===== config.mk =====
export PLATFORM = sky130hd
export DESIGN_NAME = mem_arbiter_2p
export DESIGN_NICKNAME = d
export VERILOG_FILES = /design/src/rtl/mem_arbiter_2p.sv
export SDC_FILE = /design/constraint.sdc
export NUM_CORES = 1
export LEC_CHECK = 0
export CAP_MARGIN = 20
export CORE_UTILIZATION = 30
export CTS_CLUSTER_DIAMETER = 50
export CTS_CLUSTER_SIZE = 25
export DETAILED_ROUTE_END_ITERATION = 8
export DONT_BUFFER_PORTS = 1
export PLACE_DENSITY_LB_ADDON = 0.05
export SLEW_MARGIN = 15
export SYNTH_ARGS = -nofsm -noshare
export SYNTH_HDL_FRONTEND = slang
export SYNTH_SLANG_ARGS = --single-unit

===== constraint.sdc =====
create_clock -name clock -period 1.94 [get_ports clock]
set_clock_uncertainty 0.1 [all_clocks]
set_input_delay 0.194 -clock clock [delete_from_list [all_inputs] [get_ports clock]]
set_output_delay 0.194 -clock clock [all_outputs]
set_load 0.02 [all_outputs]

===== src/rtl/mem_arbiter_2p.sv =====
// mem_arbiter_2p: round-robin arbiter granting one of two cache ports a whole line burst on a shared memory port
module mem_arbiter_2p #(
  parameter int ADDR_W    = 16,
  parameter int DATA_W    = 8,
  parameter int BURST_LEN = 4,
  parameter int TIMEOUT   = 64
) (
  input  logic              clock,
  input  logic              reset,
  input  logic              r0_rd,
  input  logic              r0_wr,
  input  logic [ADDR_W-1:0] r0_addr,
  input  logic [DATA_W-1:0] r0_wdata,
  output logic [DATA_W-1:0] r0_rdata,
  output logic              r0_ready,
  output logic              r0_done,
  output logic              r0_err,
  input  logic              r1_rd,
  input  logic              r1_wr,
  input  logic [ADDR_W-1:0] r1_addr,
  input  logic [DATA_W-1:0] r1_wdata,
  output logic [DATA_W-1:0] r1_rdata,
  output logic              r1_ready,
  output logic              r1_done,
  output logic              r1_err,
  output logic [ADDR_W-1:0] mem_addr,
  output logic              mem_rd,
  output logic              mem_wr,
  output logic [DATA_W-1:0] mem_wdata,
  input  logic [DATA_W-1:0] mem_rdata,
  input  logic              mem_ready,
  output logic [1:0]        grant
);
  localparam int BW = $clog2(BURST_LEN);
  localparam int WW = TIMEOUT > 1 ? $clog2(TIMEOUT) : 1;
  typedef enum logic [1:0] {IDLE, ACTIVE, DONE} state_t;
  state_t state, state_n;
  logic op, err, last;
  logic [ADDR_W-BW-1:0] base;
  logic [BW-1:0] beat;
  logic [WW-1:0] wdog;
  logic req0, req1, pick1, last_beat, timeout, active, fin;
  logic addr_unused;
  assign addr_unused = ^{r0_addr[BW-1:0], r1_addr[BW-1:0]};
  assign req0 = r0_rd | r0_wr;
  assign req1 = r1_rd | r1_wr;
  // on a tie, port 1 wins only if port 0 was served last
  assign pick1 = req1 & (~req0 | ~last);
  assign last_beat = beat == BW'(BURST_LEN - 1);
  assign timeout = (TIMEOUT != 0) && (wdog == WW'(TIMEOUT - 1));
  always_ff @(posedge clock) begin
    if (reset) state <= IDLE;
    else state <= state_n;
  end
  always_comb begin
    state_n = state;
    case (state)
      IDLE:    state_n = (req0 | req1) ? ACTIVE : IDLE;
      ACTIVE:  state_n = (mem_ready ? last_beat : timeout) ? DONE : ACTIVE;
      default: state_n = IDLE;
    endcase
  end
  always_ff @(posedge clock) begin
    if (reset) begin
      grant <= '0;
      op    <= 1'b0;
      err   <= 1'b0;
      last  <= 1'b1;
      base  <= '0;
      beat  <= '0;
      wdog  <= '0;
    end else begin
      case (state)
        IDLE: if (req0 | req1) begin
          grant <= pick1 ? 2'b10 : 2'b01;
          op    <= pick1 ? r1_wr : r0_wr;
          base  <= pick1 ? r1_addr[ADDR_W-1:BW] : r0_addr[ADDR_W-1:BW];
          beat  <= '0;
          wdog  <= '0;
          err   <= 1'b0;
        end
        ACTIVE: if (mem_ready) begin
          beat <= beat + 1'b1;
          wdog <= '0;
        end else begin
          wdog <= wdog + 1'b1;
          if (timeout) err <= 1'b1;
        end
        DONE: begin
          last  <= grant[1];
          grant <= '0;
        end
        default: ;
      endcase
    end
  end
  assign active = state == ACTIVE;
  assign fin    = state == DONE;
  always_comb begin
    mem_rd    = active & ~op;
    mem_wr    = active & op;
    mem_addr  = active ? {base, beat} : '0;
    mem_wdata = active ? (grant[1] ? r1_wdata : r0_wdata) : '0;
    r0_rdata  = (active & grant[0]) ? mem_rdata : '0;
    r1_rdata  = (active & grant[1]) ? mem_rdata : '0;
    r0_ready  = active & grant[0] & mem_ready;
    r1_ready  = active & grant[1] & mem_ready;
    r0_done   = fin & grant[0];
    r1_done   = fin & grant[1];
    r0_err    = fin & grant[0] & err;
    r1_err    = fin & grant[1] & err;
  end
endmodule


**Word level (Yosys, flattened, before mapping)**

Index checks and enable logic that the tools add are counted.

- Add/subtract/negate cells: 2
- Equal/unequal tests: 8
- Muxes and demuxes: 24
- Bitwise gates (word level): 18
- Reductions and logical operators: 8

Operator list:

| operator | number |
|---|---|
| $mux 8 | 4 |
| $mux 16 | 1 |
| $mux 14 | 1 |
| $mux 6 | 2 |
| $pmux 2 s2 | 3 |
| $pmux 6 s2 | 1 |
| $and 1x1->1 | 11 |
| $mux 2 | 5 |
| $ne 2x2->1 const B | 4 |
| $add 6x1->6 const B | 1 |
| $eq 6x6->1 const B | 1 |
| $mux 1 | 6 |
| $reduce_and 2->1 | 3 |
| $eq 2x2->1 const B | 2 |
| $or 1x1->1 | 4 |
| $reduce_and 4->1 | 1 |
| $reduce_bool 2->1 | 2 |
| $not 1->1 | 3 |
| $reduce_and 3->1 | 1 |
| $add 2x1->2 const B | 1 |
| $eq 2x1->1 const B | 1 |
| $logic_not 2->1 | 1 |
| $pmux 1 s2 | 1 |

- Register bits after elaboration: 29
- Word-level logic and storage cells: 68

**Logic depth before layout (Yosys ltp)**

Gate-level depths: netlist of the first run.

- Word-level depth: 7
- Gate-level depth with buffers: 6

**Worst setup path after synthesis of the first run**

No wires, ideal clock.

- Kind: register to output
- From: register grant[1]
- To: output r1_err
- Data arrival time: 1,597 ps
- Setup slack: 49 ps
- Stages on the path, launching flop included: 5
- Cells stage by stage: dfxtp_1 -> clkbuf_1 -> inv_1 -> nor2_1 -> and2_1

- Cells in the longest elaborated chain, start to end: 2

RTL lines:

| what | RTL line | RTL |
|---|---|---|
| start, declared | 32 | `output logic [1:0] grant` |
| start signal, assigned | 75 | `grant <= pick1 ? 2'b10 : 2'b01;` |
| $and 1x1->1 | - |  |
| via r1_done | 24 | `output logic r1_done,` |
| $and 1x1->1 | 111 | `r1_err = fin & grant[1] & err;` |
| end, declared | 25 | `output logic r1_err,` |

The timed path passes the listed nets, and every way through them passes these cells.

**Worst setup path after layout of the first run**

- From: register state[1]
- To: output mem_wdata[1]

- Cells in the longest elaborated chain, start to end: 2

RTL lines:

| what | RTL line | RTL |
|---|---|---|
| start, declared | 37 | `state_t state, state_n;` |
| start signal, assigned | 53 | `else state <= state_n;` |
| $eq 2x1->1 | 97 | `assign active = state == ACTIVE;` |
| $mux 8 | 103 | `mem_wdata = active ? (grant[1] ? r1_wdata : r0_wdata) : '0;` |
| end, declared | 29 | `output logic [DATA_W-1:0] mem_wdata,` |

Every way passes these cells.

==> summary.log, run 1 <==
[status] status completed
[layout] number of filler cells placed in the layout 594
[logic_synthesis] most frequent cell after synthesis sky130_fd_sc_hd__dfxtp_1
[worst_setup_path] capturing point of the worst reg2reg path base[8]$_SDFFE_PP0P_
[timing] Total Negative Setup Slacks 0 ns
[clock_tree] total clock buffers created by CTS 5
[layout] number of antenna cells inserted 0
[worst_setup_path] register-to-register setup slack 0.16 ns
[logic_synthesis] Top FF cell, synth sky130_fd_sc_hd__dfxtp_1
[clock_tree] clk sinks 29
[worst_setup_path] Slowest-stage cell, CP sky130_fd_sc_hd__nor2_1
[layout] final net count 316
[power] cell leakage power 0.903 nW
[flow_run] maxcap violations 0
[clock_tree] number of buffers on the longest clock path 2
[worst_setup_path] startpoint of the worst register-to-register path state[0]$_SDFF_PP0_
[place] Port Buffers 0
[logic_synthesis] register area share after synthesis 31.4%
[logic_synthesis] per-instance average area after synthesis 8.56 um^2
[worst_setup_path] Max stage delay on crit path 0.34 ns
[global_route] wire length of the first global-routing pass 7850 um
[logic_synthesis] Netlist cell types 46
[drt] Antenna Nets Post-Route 0
[logic_synthesis] fraction of post-synthesis cell area in the top cell type by area 31.4%
[timing] fraction of the cycle the final worst path needs 98.4%
[drt] drt drc 0
[clock_tree] clock root buffer sky130_fd_sc_hd__clkbuf_8
[floorplan] full die area 0.00648 mm^2
[drt] Pre-antenna DRT Iters 4
[global_route] pin count of the biggest net entering global routing 24
[global_route] via count of the first global-routing pass 1,616
[logic_synthesis] Synth area leader sky130_fd_sc_hd__dfxtp_1
[place] total instance count after detailed placement 288
[timing] max-slew violations 0
[timing] RSZ-0062 raised after global routing true
[place] final weighted congestion in routability-driven placement 0.756
[worst_setup_path] Worst Path Max Fanout 23
[clock_tree] clock tree from TritonCTS yes
[layout] signed area change from the synthesized netlist to the final layout 28.9%
[layout] share of final-layout standard cells stronger than drive strength 1 17.5%
[min_path] launch instance of the worst min-delay path reset
[global_route] initial antenna violation count 0
[layout] filler-free cell count of the finished design 327
[logic_synthesis] ys async rst share 0%
[drt] average wire per cell in the routed design 16.7 um
[floorplan] die width 80.5 um
[power] VDD IR max 297 uV
[floorplan] std cell rows 28
[logic_synthesis] Mapped Cells 216
[worst_setup_path] kind of critical path reg -> out
[worst_setup_path] Worst setup startpoint state[1]$_SDFF_PP0_
[floorplan] standard cell core area 0.00592 mm^2
[power] power density cells 655 mW/mm^2
[drt] vias per cell 5.56
[logic_synthesis] Seq cells post-synth 29
[clock_tree] insertion delay to the later sink of the worst-skew pair 0.28 ns
[timing] shortest clock period the worst path allows after layout 1.91 ns
[logic_synthesis] Synth Warn # 0
[worst_setup_path] Crit. End Element output port
[worst_setup_path] Reg2Reg Depth 3
[clock_tree] Clock Pin Slew Worst Setup and Hold Paths 0.06 ns
[worst_setup_path] endpoint of the worst setup timing path mem_wdata[1]
[timing] Hold Violations, Final 0
[timing] Max Clk Rate 524 MHz
[worst_setup_path] Worst Setup Start Kind flip-flop
[global_route] total congestion overflow 0
[timing] actual slew at the worst max-slew pin 0.850 ns
[drt] Total Routed Length 5470 um
[floorplan] Starting Density 31.2%
[worst_setup_path] list of cells traversed by the critical path buf_4, nand2b_1, buf_12, nor2_1
[worst_setup_path] data required time of the critical path 1.65 ns
[drt] total number of vias 1,819
[logic_synthesis] number of enable flip-flop cells after synthesis 0
[worst_setup_path] endpoint arrival time on the critical path 1.62 ns
[clock_tree] total number of H-tree levels 2
[min_path] Tightest Hold Check Type in -> reg
[timing] final setup violating endpoints 0
[global_route] All-Layer GR Usage 16.2%
[floorplan] die extent in y 80.5 um
[logic_synthesis] leading post-synthesis cells by instance count 29 x sky130_fd_sc_hd__dfxtp_1, 28 x sky130_fd_sc_hd__nor2_1, 18 x sky130_fd_sc_hd__and3_1, 16 x sky130_fd_sc_hd__inv_1, 14 x sky130_fd_sc_hd__a221o_1
[logic_synthesis] top cells by area, synth sky130_fd_sc_hd__dfxtp_1 31%, sky130_fd_sc_hd__a221o_1 7.6%, sky130_fd_sc_hd__a211oi_2 6.1%
[floorplan] boundary pin count 113
[timing] Max-slew headroom 42.9%
[drt] number of DRC markers in iteration 0 103
[logic_synthesis] net count after synthesis 281
[logic_synthesis] Synth Cell Area 0.00185 mm^2
[place] post-DP HPWL 3640 um
-- per-stage QoR --
stage	setup slack [ns]	area [um^2]	power [mW]	hold WS (ns)	util (%)
3_3_place_gp	0.194	1960	0.951	0.170	33.1
6_report	0.0301	2380	1.56	0.0175	40.2
5_1_grt	-0.0349	2380	1.64	0.0143	40.2
4_1_cts	0.0462	2370	1.58	0.00458	40.1
2_1_floorplan	0.0485	1850	0.907	0.232	-
3_5_place_dp	0.161	1960	0.957	0.171	33.1
-- logic make-up (layout without fill, tap and decap cells) --
group,count (synthesis),count (layout),share of synthesized area (%)
and+or+nand+nor,81,81,24.2
buffers and inverters,36,72,10.5
adders and majority gates,2,2,1.35
AOI/OAI and AO/OA,60,60,28.2
muxes,8,8,4.33
DFF,29,29,31.4
-- routing by layer --
layer | global-route usage [%] | share of wire, % | wire, um | up-vias
li1 | - | - | - | 866
met1 | 19.2 | 43 | 2380 | 881
met2 | 27.9 | 51 | 2770 | 63
met3 | 3.64 | 4.4 | 240 | 9
met4 | 6.61 | 1.5 | 80 | 0
met5 | 0 | 0 | 0 | -
-- worst max-delay path, delay by kind of cell (launching register included) --
| kind | cells | cell delay, ns |
|---|---|---|
| flip-flops | 1 | 0.31 |
| buffers and inverters | 2 | 0.39 |
| AND/OR/NAND/NOR | 2 | 0.62 |
-- how the worst min path moves through the flow --
stage / to / cells after the start
6_report: err$_SDFFE_PP0P_ / 2
5_1_grt: err$_SDFFE_PP0P_ / 2
4_1_cts: err$_SDFFE_PP0P_ / 2
3_5_place_dp: grant[0]$_SDFFE_PP0P_ / 1
3_3_place_gp: grant[1]$_SDFFE_PP0P_ / 1
2_1_floorplan: base[10]$_SDFFE_PP0P_ / 1
-- sequential cells by signal (all words and copies together), names as in the netlist --
name / flops
grant: 2
state: 2
beat: 2
last: 1
err: 1
wdog: 6
op: 1
base: 14
-- repair_timing --
| item | in CTS | in global routing |
|---|---|---|
| hold endpoints to repair | 28 | 0 |
| hold buffers | 31 | 0 |
| setup endpoints to repair | 0 | 17 |
| setup buffers | 0 | 0 |
| gates resized for setup | 0 | 4 |
-- where the power goes --
group	internal, mW	switching (mW)
clock	0.320	0.234
sequential	0.632	0.0160
combinational	0.149	0.208
total	1.10	0.458
-- layout by cell type, fill, tap and decap left out, types with 2 or more instances in the layout --
master / count
sky130_fd_sc_hd__o211ai_1: 5
sky130_fd_sc_hd__ha_1: 2
sky130_fd_sc_hd__nand3_1: 3
sky130_fd_sc_hd__o21a_1: 2
sky130_fd_sc_hd__nor2_2: 4
sky130_fd_sc_hd__dfxtp_1: 29
sky130_fd_sc_hd__buf_4: 15
sky130_fd_sc_hd__nor2_1: 24
sky130_fd_sc_hd__nand2b_1: 4
sky130_fd_sc_hd__a211oi_2: 9
sky130_fd_sc_hd__clkbuf_8: 7
sky130_fd_sc_hd__a41oi_1: 2
sky130_fd_sc_hd__nor3_1: 4
sky130_fd_sc_hd__inv_1: 16
sky130_fd_sc_hd__nand2_1: 8
sky130_fd_sc_hd__o21ai_0: 3
sky130_fd_sc_hd__and3_1: 18
sky130_fd_sc_hd__a221o_1: 14
sky130_fd_sc_hd__a311oi_1: 3
sky130_fd_sc_hd__dlygate4sd3_1: 31
sky130_fd_sc_hd__and2_1: 5
sky130_fd_sc_hd__mux2i_1: 8
sky130_fd_sc_hd__a211oi_1: 5
sky130_fd_sc_hd__a21oi_1: 8
sky130_fd_sc_hd__buf_12: 2
-- cell type report --
type | count | area [um^2] | share of cell area, %
multi-input cells | 151 | 1080 | 45.5
flip-flops and latches | 29 | 581 | 24.4
repair buffers | 48 | 463 | 19.4
clock buffers | 7 | 96.3 | 4.04
well taps | 75 | 93.8 | 3.94
inverters | 16 | 60.1 | 2.52
clock inverters | 1 | 5.00 | 0.210
Note: power is estimated with default switching activity, not from simulation.
==> run 2, diff against run 1 <==
RECOVER_POWER = 50   (was unset)
==> run 2 against run 1 <==
  * Combinational power barely moved
  * Design area is 0.16% lower
  * Worst hold slack got worse by 0.0011 ns
  * Clock power barely moved
  * Highest routed layer unchanged
  * Critical path type unchanged
  * Sequential power about the same
  * Final cell count stayed put
  * Power shrank 0.11%
  * Maximum frequency hardly changed
  * Sequential cell count did not move
  * Critical path depth unchanged
==> summary.log, run 2 (synthesized netlist as in run 1, its figures left out) <==
[status] status completed [unchanged]
[layout] final net count 316 [unchanged]
[worst_setup_path] kind of critical path reg -> out [unchanged]
[worst_setup_path] Reg2Reg Depth 3 [unchanged]
[global_route] All-Layer GR Usage 16.2% [unchanged]
[clock_tree] clock tree from TritonCTS yes [unchanged]
[clock_tree] number of buffers on the longest clock path 2 [unchanged]
[worst_setup_path] Max stage delay on crit path 0.34 ns [about the same]
[floorplan] std cell rows 28 [unchanged]
[timing] final setup violating endpoints 0 [unchanged]
[drt] Antenna Nets Post-Route 0 [unchanged]
[layout] share of final-layout standard cells stronger than drive strength 1 17.1% [was 17.5%]
[power] Psw 458 uW [about the same]
[timing] Total Negative Setup Slacks 0 ns [unchanged]
[layout] number of antenna cells inserted 0 [unchanged]
[worst_setup_path] Worst Setup Start Kind flip-flop [unchanged]
[place] Port Buffers 0 [unchanged]
[worst_setup_path] startpoint of the worst register-to-register path state[0]$_SDFF_PP0_ [unchanged]
[layout] multi-input logic area 0.00108 mm^2 [unchanged]
[flow_run] maxcap violations 0 [unchanged]
[drt] number of DRC markers in iteration 0 105 [was 103]
[worst_setup_path] category of cells accounting for the largest share of critical-path delay simple AND/OR/NAND/NOR gates [unchanged]
[floorplan] Starting Density 31.2% [unchanged]
[clock_tree] Post-CTS Repair Setup Buffers 0 [unchanged]
[global_route] pin count of the biggest net entering global routing 24 [unchanged]
[worst_setup_path] list of cells traversed by the critical path buf_4, nand2b_1, buf_12, nor2_1 [unchanged]
[floorplan] full die area 0.00648 mm^2 [unchanged]
[worst_setup_path] Crit. End Element output port [unchanged]
[timing] max-slew violations 0 [unchanged]
[place] post-DP HPWL 3640 um [unchanged]
[worst_setup_path] Worst Path Max Fanout 23 [unchanged]
[floorplan] die width 80.5 um [unchanged]
[power] switch share 29.4% [about the same]
[drt] Pre-antenna DRT Iters 4 [unchanged]
[min_path] WHS Path Cells 2 [unchanged]
[power] cell leakage power 0.899 nW [was 0.903 nW]
[drt] Total Routed Length 5470 um [about the same]
[timing] hold slack 0.0164 ns [was 0.0175 ns]
[timing] fraction of the cycle the final worst path needs 98.5% [was 98.4%]
[worst_setup_path] Slowest-stage cell, CP sky130_fd_sc_hd__nor2_1 [unchanged]
[place] final weighted congestion in routability-driven placement 0.756 [unchanged]
[timing] RSZ-0062 raised after global routing true [unchanged]
[floorplan] standard cell core area 0.00592 mm^2 [unchanged]
[floorplan] die extent in y 80.5 um [unchanged]
[global_route] initial antenna violation count 0 [unchanged]
[global_route] via count of the first global-routing pass 1,616 [unchanged]
[timing] Max-slew headroom 42.9% [about the same]
[clock_tree] clock root buffer sky130_fd_sc_hd__clkbuf_8 [unchanged]
[min_path] Tightest Hold Check Type in -> reg [unchanged]
[layout] filler-free cell count of the finished design 327 [unchanged]
[global_route] wire length of the first global-routing pass 7850 um [unchanged]
[clock_tree] clk sinks 29 [unchanged]
[min_path] launch instance of the worst min-delay path reset [unchanged]
[worst_setup_path] Worst setup startpoint state[1]$_SDFF_PP0_ [unchanged]
[timing] Max Clk Rate 524 MHz [about the same]
[power] Clk pwr share 35.6% [about the same]
[layout] register ranked first by flip-flop count base [unchanged]
[worst_setup_path] data required time of the critical path 1.65 ns [about the same]
[worst_setup_path] logic depth of the worst setup path including buffers 4 [unchanged]
[power] sum of internal, switching and leakage power 1.56 mW [about the same]
[drt] total number of vias 1,813 [was 1,819]
[worst_setup_path] CP Buf/Inv Count 2 [unchanged]
[clock_tree] total number of H-tree levels 2 [unchanged]
[clock_tree] Clock Pin Slew Worst Setup and Hold Paths 0.06 ns [about the same]
[drt] average wire per cell in the routed design 16.7 um [about the same]
[layout] commonest non-fill, non-tap cell in the layout sky130_fd_sc_hd__dlygate4sd3_1 [unchanged]
[power] total internal power 1.10 mW [about the same]
[layout] signed area change from the synthesized netlist to the final layout 28.7% [was 28.9%]
[drt] drt drc 0 [unchanged]
[clock_tree] insertion delay to the later sink of the worst-skew pair 0.28 ns [about the same]
[timing] actual slew at the worst max-slew pin 0.850 ns [about the same]
[power] Sequential Power Share 41.6% [was 41.5%]
[clock_tree] total clock buffers created by CTS 5 [unchanged]
[timing] Hold Violations, Final 0 [unchanged]
[power] power density cells 655 mW/mm^2 [about the same]
[floorplan] boundary pin count 113 [unchanged]
[power] combinational cell fraction of total power 22.8% [was 22.9%]
[global_route] total congestion overflow 0 [unchanged]
[place] total instance count after detailed placement 288 [unchanged]
[power] VDD IR max 297 uV [about the same]
[layout] number of filler cells placed in the layout 594 [unchanged]
[drt] vias per cell 5.54 [was 5.56]
[worst_setup_path] endpoint arrival time on the critical path 1.62 ns [about the same]
[layout] Top Registers base x14, wdog x6 [unchanged]
[layout] combined flip-flop and latch cell area 581 um^2 [unchanged]
[timing] shortest clock period the worst path allows after layout 1.91 ns [about the same]
[layout] Largest register FFs 14 [unchanged]
[layout] commonest non-fill, non-tap cells in the layout 31 x sky130_fd_sc_hd__dlygate4sd3_1, 29 x sky130_fd_sc_hd__dfxtp_1, 24 x sky130_fd_sc_hd__nor2_1, 18 x sky130_fd_sc_hd__and3_1, 16 x sky130_fd_sc_hd__inv_1 [unchanged]
run 2: changes by cell type in the layout (fill, tap and decap cells not counted), sizes merged:
cell,change
clkbuf,+1
buf,-1
run 2: power by group through the flow:
| stage | logic (mW) | clock network [mW] | registers [mW] |
|---|---|---|---|
| floorplan | 0.248 | 0 | 0.659 |
| global placement | 0.290 | 0 | 0.660 |
| detailed placement | 0.296 | 0 | 0.661 |
| CTS | 0.354 | 0.582 | 0.648 |
| global route | 0.387 | 0.600 | 0.651 |
| finish | 0.356 | 0.555 | 0.648 |
run 2: metrics by stage:
stage | setup slack, ns | cell area (um^2) | utilization [%]
2_1_floorplan | 0.0485 | 1850 | -
6_report | 0.0298 | 2380 | 40.2
4_1_cts | 0.0462 | 2370 | 40.1
3_3_place_gp | 0.194 | 1960 | 33.1
5_1_grt | -0.0349 | 2380 | 40.2
3_5_place_dp | 0.161 | 1960 | 33.1
run 2: path summary, 6_finish.rpt:
path                          endpoint  slack (ns)
setup / recovery          mem_wdata[1]        0.03
hold reg to reg       err$_SDFFE_PP0P_        0.40
setup reg to reg  base[8]$_SDFFE_PP0P_        0.16
hold / removal        err$_SDFFE_PP0P_        0.02
run 2: layout make-up:
class / instances / area share [%]
multi-input combinational: 151 / 45.6
sequential: 29 / 24.4
timing repair buffer: 48 / 19.3
clock buffer: 7 / 4.05
tap: 75 / 3.95
inverter: 16 / 2.52
clock inverter: 1 / 0.210
run 2: layer usage:
metal	vias up	global-route usage (%)	routed length (um)
met5	-	0	0
li1	866	-	-
met4	0	6.61	80
met2	57	27.9	2780
met1	881	19.2	2380
met3	9	3.64	235
run 2: repair_timing:
action                     4_1_cts  5_1_grt
hold endpoints to repair        28        0
resized for setup                0        4
setup endpoints to repair        0       17
hold buffers                    31        0
run 2: worst reg2reg max path: cells and delay by family (launching register included):
family / cells / cell delay (ns)
flops: 1 / 0.31
compound gates: 1 / 0.28
simple gates: 2 / 1.02
